===== config.mk =====
export PLATFORM = sky130hd
export DESIGN_NAME = mem_stage_ctrl
export DESIGN_NICKNAME = d
export VERILOG_FILES = /design/src/rtl/mem_stage_ctrl_pkg.sv /design/src/rtl/mem_lane_align.sv /design/src/rtl/mem_stage_ctrl.sv
export SDC_FILE = /design/constraint.sdc
export NUM_CORES = 1
export LEC_CHECK = 0
export ABC_AREA = 1
export BUFFER_PORTS_ARGS = -buffer_cell sky130_fd_sc_hd__buf_2
export CAP_MARGIN = 20
export CELL_PAD_IN_SITES_DETAIL_PLACEMENT = 0
export CELL_PAD_IN_SITES_GLOBAL_PLACEMENT = 1
export CORE_MARGIN = 2
export CORE_UTILIZATION = 35
export DETAILED_ROUTE_END_ITERATION = 8
export PLACE_DENSITY = 0.87
export SYNTH_ARGS = -nofsm -noshare
export SYNTH_HDL_FRONTEND = slang
export SYNTH_SLANG_ARGS = --single-unit

===== constraint.sdc =====
create_clock -name clock -period 2.3 [get_ports clock]
set_clock_uncertainty 0.2 [all_clocks]
set_input_delay 0.115 -clock clock [delete_from_list [all_inputs] [get_ports clock]]
set_output_delay 0.115 -clock clock [all_outputs]
set_load 0.005 [all_outputs]

===== src/rtl/mem_stage_ctrl_pkg.sv =====
// Shared encodings for the memory-stage sequencer and its lane aligner.
package mem_stage_ctrl_pkg;

    localparam logic [3:0] LS_SIZE_B = 4'b0001;
    localparam logic [3:0] LS_SIZE_H = 4'b0010;
    localparam logic [3:0] LS_SIZE_W = 4'b0100;
    localparam logic [3:0] LS_SIZE_D = 4'b1000;

    typedef enum logic [2:0] {
        IDLE,
        REQ,
        WAIT,
        DONE,
        DRAIN
    } ms_state_e;

    // Illegal (non one-hot) sizes are reported the same way as misalignment.
    function automatic logic ls_misaligned(input logic [3:0] size, input logic [2:0] off);
        logic bad;
        case (size)
            LS_SIZE_B: bad = 1'b0;
            LS_SIZE_H: bad = off[0];
            LS_SIZE_W: bad = |off[1:0];
            LS_SIZE_D: bad = |off;
            default:   bad = 1'b1;
        endcase
        return bad;
    endfunction

endpackage


===== src/rtl/mem_lane_align.sv =====
// Byte-lane placement for stores and lane extract/extend for loads on an 8-byte bus.
// Pure combinational, no state and no flow control.
module mem_lane_align
    import mem_stage_ctrl_pkg::*;
(
    input  logic [3:0]  st_size_i,
    input  logic [2:0]  st_off_i,
    input  logic [63:0] st_data_i,
    output logic [63:0] st_wdata_o,
    output logic [7:0]  st_wmask_o,
    input  logic [3:0]  ld_size_i,
    input  logic [2:0]  ld_off_i,
    input  logic        ld_unsigned_i,
    input  logic [63:0] ld_rdata_i,
    output logic [63:0] ld_data_o
);

    logic [7:0]  base_mask;
    logic [63:0] sh;

    always_comb begin
        base_mask = 8'h00;
        case (st_size_i)
            LS_SIZE_B: base_mask = 8'h01;
            LS_SIZE_H: base_mask = 8'h03;
            LS_SIZE_W: base_mask = 8'h0F;
            LS_SIZE_D: base_mask = 8'hFF;
            default:   base_mask = 8'h00;
        endcase
        st_wmask_o = base_mask << st_off_i;
        st_wdata_o = st_data_i << {st_off_i, 3'b000};
    end

    always_comb begin
        sh        = ld_rdata_i >> {ld_off_i, 3'b000};
        ld_data_o = sh;
        case (ld_size_i)
            LS_SIZE_B: ld_data_o = ld_unsigned_i ? {56'd0, sh[7:0]}   : {{56{sh[7]}},  sh[7:0]};
            LS_SIZE_H: ld_data_o = ld_unsigned_i ? {48'd0, sh[15:0]}  : {{48{sh[15]}}, sh[15:0]};
            LS_SIZE_W: ld_data_o = ld_unsigned_i ? {32'd0, sh[31:0]}  : {{32{sh[31]}}, sh[31:0]};
            default:   ld_data_o = sh;
        endcase
    end

endmodule


===== src/rtl/mem_stage_ctrl.sv =====
// Memory-stage sequencer: one valid/ready request per load/store, stalls the EXU/MEM register until done.
// Request issued the cycle after the op is seen; responses may be flushed, drained or timed out.
module mem_stage_ctrl
    import mem_stage_ctrl_pkg::*;
#(
    parameter int ADDR_WIDTH     = 64,
    parameter int TIMEOUT_CYCLES = 1024
) (
    input  logic                  clock,
    input  logic                  reset,
    input  logic                  in_valid,
    input  logic                  in_is_load,
    input  logic                  in_is_store,
    input  logic [3:0]            in_ls_size,
    input  logic                  in_is_unsigned,
    input  logic [ADDR_WIDTH-1:0] in_ls_address,
    input  logic [63:0]           in_store_data,
    input  logic                  flush,
    output logic                  mem_stall,
    output logic                  req_valid,
    input  logic                  req_ready,
    output logic [ADDR_WIDTH-1:0] req_addr,
    output logic                  req_is_write,
    output logic [63:0]           req_wdata,
    output logic [7:0]            req_wmask,
    input  logic                  resp_valid,
    input  logic [63:0]           resp_rdata,
    output logic [63:0]           load_data,
    output logic                  load_data_valid,
    output logic                  misalign,
    output logic                  bus_err
);

    localparam int              CNT_W    = $clog2(TIMEOUT_CYCLES);
    localparam logic [CNT_W-1:0] CNT_LAST = CNT_W'(TIMEOUT_CYCLES - 1);

    ms_state_e        state_q;
    logic [CNT_W-1:0] cnt_q;
    logic             is_load_q;
    logic             unsigned_q;
    logic [3:0]       size_q;
    logic [2:0]       off_q;

    logic             start;
    logic             bad;
    logic             expired;
    logic [CNT_W-1:0] cnt_d;
    logic [63:0]      st_wdata;
    logic [7:0]       st_wmask;
    logic [63:0]      ld_ext;

    assign start   = in_valid & (in_is_load | in_is_store) & ~flush;
    assign bad     = ls_misaligned(in_ls_size, in_ls_address[2:0]);
    assign expired = (cnt_q == CNT_LAST);
    // Saturate so a flush on the final wait cycle still times out promptly in DRAIN.
    assign cnt_d   = expired ? cnt_q : cnt_q + 1'b1;

    assign mem_stall = ((state_q == IDLE) & start & ~bad)
                     | (state_q == REQ)
                     | (state_q == WAIT)
                     | ((state_q == DRAIN) & start);

    mem_lane_align u_lane (
        .st_size_i     (in_ls_size),
        .st_off_i      (in_ls_address[2:0]),
        .st_data_i     (in_store_data),
        .st_wdata_o    (st_wdata),
        .st_wmask_o    (st_wmask),
        .ld_size_i     (size_q),
        .ld_off_i      (off_q),
        .ld_unsigned_i (unsigned_q),
        .ld_rdata_i    (resp_rdata),
        .ld_data_o     (ld_ext)
    );

    always_ff @(posedge clock) begin
        if (reset) begin
            state_q         <= IDLE;
            cnt_q           <= '0;
            is_load_q       <= 1'b0;
            unsigned_q      <= 1'b0;
            size_q          <= 4'd0;
            off_q           <= 3'd0;
            req_valid       <= 1'b0;
            req_addr        <= '0;
            req_is_write    <= 1'b0;
            req_wdata       <= 64'd0;
            req_wmask       <= 8'd0;
            load_data       <= 64'd0;
            load_data_valid <= 1'b0;
            misalign        <= 1'b0;
            bus_err         <= 1'b0;
        end else begin
            load_data_valid <= 1'b0;
            misalign        <= 1'b0;
            bus_err         <= 1'b0;
            case (state_q)
                IDLE: begin
                    if (start && bad) begin
                        misalign <= 1'b1;
                    end else if (start) begin
                        is_load_q    <= ~in_is_store;
                        unsigned_q   <= in_is_unsigned;
                        size_q       <= in_ls_size;
                        off_q        <= in_ls_address[2:0];
                        req_valid    <= 1'b1;
                        req_addr     <= {in_ls_address[ADDR_WIDTH-1:3], 3'b000};
                        req_is_write <= in_is_store;
                        req_wdata    <= in_is_store ? st_wdata : 64'd0;
                        req_wmask    <= in_is_store ? st_wmask : 8'd0;
                        state_q      <= REQ;
                    end
                end
                REQ: begin
                    if (flush) begin
                        req_valid <= 1'b0;
                        state_q   <= IDLE;
                    end else if (req_ready) begin
                        req_valid <= 1'b0;
                        cnt_q     <= '0;
                        state_q   <= WAIT;
                    end
                end
                WAIT: begin
                    if (flush && resp_valid) begin
                        state_q <= IDLE;
                    end else if (flush) begin
                        cnt_q   <= cnt_d;
                        state_q <= DRAIN;
                    end else if (resp_valid) begin
                        if (is_load_q) begin
                            load_data       <= ld_ext;
                            load_data_valid <= 1'b1;
                        end
                        state_q <= DONE;
                    end else if (expired) begin
                        bus_err <= 1'b1;
                        if (is_load_q) begin
                            load_data       <= 64'd0;
                            load_data_valid <= 1'b1;
                        end
                        state_q <= DONE;
                    end else begin
                        cnt_q <= cnt_d;
                    end
                end
                DONE: begin
                    state_q <= IDLE;
                end
                DRAIN: begin
                    if (resp_valid) begin
                        state_q <= IDLE;
                    end else if (expired) begin
                        bus_err <= 1'b1;
                        state_q <= IDLE;
                    end else begin
                        cnt_q <= cnt_d;
                    end
                end
                default: state_q <= IDLE;
            endcase
        end
    end

endmodule


==> reports/qor.csv <==
metric,value,unit
outcome,completed,
CP max stage cell,dlygate4sd3_1,
Finished Cell Area,0.0179,mm²
reg2reg start,off_q[0],
Synth Register Bits,224,
Slew headroom,0.333,
Clock Tree Root,clkbuf_16,
Compound-Gate Fraction of Synth Area,0.207,
Placed Instance Area,0.0150,mm²
CP max stage delay,0.60,ns
GP Congestion,0.990,
power per cell area,624,mW/mm²
fmax,447,MHz
crit path capture type,flip-flop,
DP Wirelength,37300,µm
Bufs and invs on worst path,6,
Tmin final,2.23,ns
Post-layout nets,2733,
Yosys warnings,0,
hold path startpoint,in_store_data[11],
Detailed Route WL,53000,µm
startpoint class of the critical path,input port,
worst path cell trace,"dlygate4sd3_1, buf_4, buf_12, inv_1, nand2_2, buf_6, nor2_1, a21oi_1, dlygate4sd3_1, nand3_1, nand2_1, nand2_1, a21oi_1",
Post-Syn Instances,1993,
Pre-antenna DRT Iters,6,
vias in the first global route,14600,
worst hold margin,0.0295,ns
post-route ant nets,0,
Avg Inst Size Synth,6.25,µm²
simple-gate share of the synthesized area,0.326,
Synth Area in Adders,0.00100,
hold worst-path end,req_wdata[35],
worst reg2reg setup slack,0.12,ns
Vias,15700,
io pins,411,
Slew @ Worst Pin,1.00,ns
WP data arrival,2.53,ns
Main synth FF type,dfxtp_1,
GRT Overall Usage,0.268,
RSZ-0062 raised after global routing,true,
H-Tree Depth,1,
register area share after synthesis,0.360,
dpl ws,0.0920,ns
Post-route DRC,0,
clk buf depth,3,
number of I/O port buffers,407,
Filler Cell Count,3518,
Peak VDD IR,491,µV
final setup fails,0,
critical-path maximum fanout,32,
"Cell Count, Final, Fillers Out",3011,
Final WS setup,0.0651,ns
Starting DRT DRC Count,1050,
clock net sink count,224,
Hold Path Class,input port to flip-flop,
Initial Util,0.353,
P_leak,8.16,nW
library cells used by synthesis,40,
Layout area overhead,43.6,%
dpl cells,2771,
largest family of logic cells by synthesized area,simple AND/OR/NAND/NOR gates,
mux share of post-synthesis cell area,0.0128,
clk_lat worst skew,0.57,ns
DIE AREA,0.0371,mm²
period utilisation layout,0.972,
fin util,0.507,
Top Family by Delay on Critical Path,buffers and inverters,
Synth Cell Area,0.0125,mm²
CTS tree,done,
FP Rows,69,
Post-synth ARST share,0,
Worst Reg2Reg Path Length in Cells,8,
Die H,193,µm
Final Max Slew Viols,0,
Die X,193,µm
Reg-to-Reg End,load_data[55],
critical path required time,2.59,ns
Post-synth EDFFs,0,
xor and xnor fraction of the mapped netlist area,0.00141,
initial antenna violation count,4,
total global routing overflow,0,
Wirelength per Cell,17.6,µm
largest net degree at the start of global routing,203,
first-pass GRT wire length,78100,µm
share of cells above drive strength 1,0.220,
TritonCTS Buffers,27,
hold path depth,7,
max-cap viol count,0,
Core Box Area,0.0353,mm²
routed vias/inst,5.22,
endpoints failing hold,0,
critical path start-end classification,input port to flip-flop,
"Reg clk slew, reported paths",0.06,ns
worst max path at each step:
stage	to	slack (ns)	cells after the start	start
floorplan	load_data[21]	0.29	12	cnt_q[1]
global placement	size_q[0]	0.11	11	in_ls_size[2]
detailed placement	req_addr[29]	0.09	11	in_ls_size[2]
CTS	load_data[5]	0.02	9	off_q[0]
global route	load_data[54]	-0.05	9	size_q[3]
finish	req_wdata[48]	0.07	13	in_ls_address[1]
final cells by class:
cell class | instances | area, µm² | area share
Inverter | 105 | 402 | 0.0224
Sequential cell | 224 | 4490 | 0.251
Clock inverter | 14 | 195 | 0.0109
Timing Repair Buffer | 657 | 4610 | 0.257
Tap cell | 461 | 577 | 0.0322
Multi-Input combinational cell | 1512 | 6870 | 0.384
Antenna cell | 3 | 7.51 | 0.000419
Clock buffer | 35 | 756 | 0.0422
layer usage:
layer | track usage | share of wire | vias up
li1 | - | - | 7611
met5 | 0 | 0 | -
met1 | 0.312 | 0.39 | 7238
met4 | 0.124 | 0.044 | 0
met2 | 0.473 | 0.48 | 729
met3 | 0.0524 | 0.082 | 143
cells in the mapped netlist (3+ instances only):
cell         n  area share
buf_4       14      0.0084
inv_1       90       0.027
o21ai_0    182       0.073
o211ai_1    20       0.012
buf_2       47       0.019
o22ai_1     16      0.0080
clkbuf_1    72       0.022
nor3_1      18      0.0072
nand2_1    712        0.21
buf_6        8      0.0072
o21bai_1     3      0.0018
buf_1       13      0.0039
o221ai_1     4      0.0028
clkinv_1     5      0.0015
dfxtp_1    224        0.36
mux2i_1     16       0.013
nor2_1     114       0.034
o2111ai_1    4      0.0028
nand3_1    122       0.049
nand4_1      6      0.0030
or2_2       12      0.0060
o31ai_1      4      0.0024
a21oi_1    254        0.10
inv_2       10      0.0030
logic make-up after synthesis:
group	count (synthesis)
simple gates	999
compound gates	491
buf+inv	259
flops	224
mux	16
xor+xnor	2
fa+ha+maj	1
other cells	1
state kept, by name (all words and copies together) (netlist names), 3 cells and up:
name / cells
size_q: 4
req_wmask: 8
state_q: 3
cnt_q: 10
off_q: 3
load_data: 64
req_wdata: 64
req_addr: 61
cells in the final DEF, fill, tap and decap left out, drive strengths merged:
cell type / instances
conb: 3
nor4: 2
o22ai: 16
o21a: 1
nand2: 714
inv: 101
o2111ai: 4
bufinv: 4
xor2: 2
nand3b: 2
buf: 472
o211ai: 20
dlygate4sd3: 183
dfxtp: 224
a211oi: 1
a31oi: 1
o31ai: 4
clkbuf: 37
a21oi: 254
clkinv: 13
o221ai: 4
mux2i: 16
clkinvlp: 1
nand3: 122
nand4: 9
diode: 3
ha: 1
nor3: 20
nor2: 118
o21ai: 183
or2: 12
o21bai: 3
power breakdown:
part           switching (mW)  internal, mW  leakage, nW
combinational            1.54         0.998         5.88
sequential             0.0608          3.97         1.81
clock                    1.83          2.77        0.470
metrics by stage:
step,power [mW],setup TNS [ns]
floorplan,5.45,0
global placement,6.27,0
detailed placement,6.28,0
CTS,11.2,0
global route,11.7,-0.0889
finish,11.2,0
tightest hold or removal path, delay by kind of cell:
family / cells / cell delay, ns
compound gates: 3 / 0.32
buf+inv: 1 / 0.10
simple gates: 3 / 0.23
what timing repair did:
| item | in CTS | in global routing |
|---|---|---|
| setup endpoints to repair | 1 | 26 |
| endpoints found under the hold margin | 165 | 0 |
| gates resized for setup | 0 | 18 |
| gates cloned | 0 | 2 |
| hold buffers | 183 | 0 |
| pin swaps | 1 | 1 |
| setup buffers | 1 | 2 |
(Power assumes the default switching activity.)
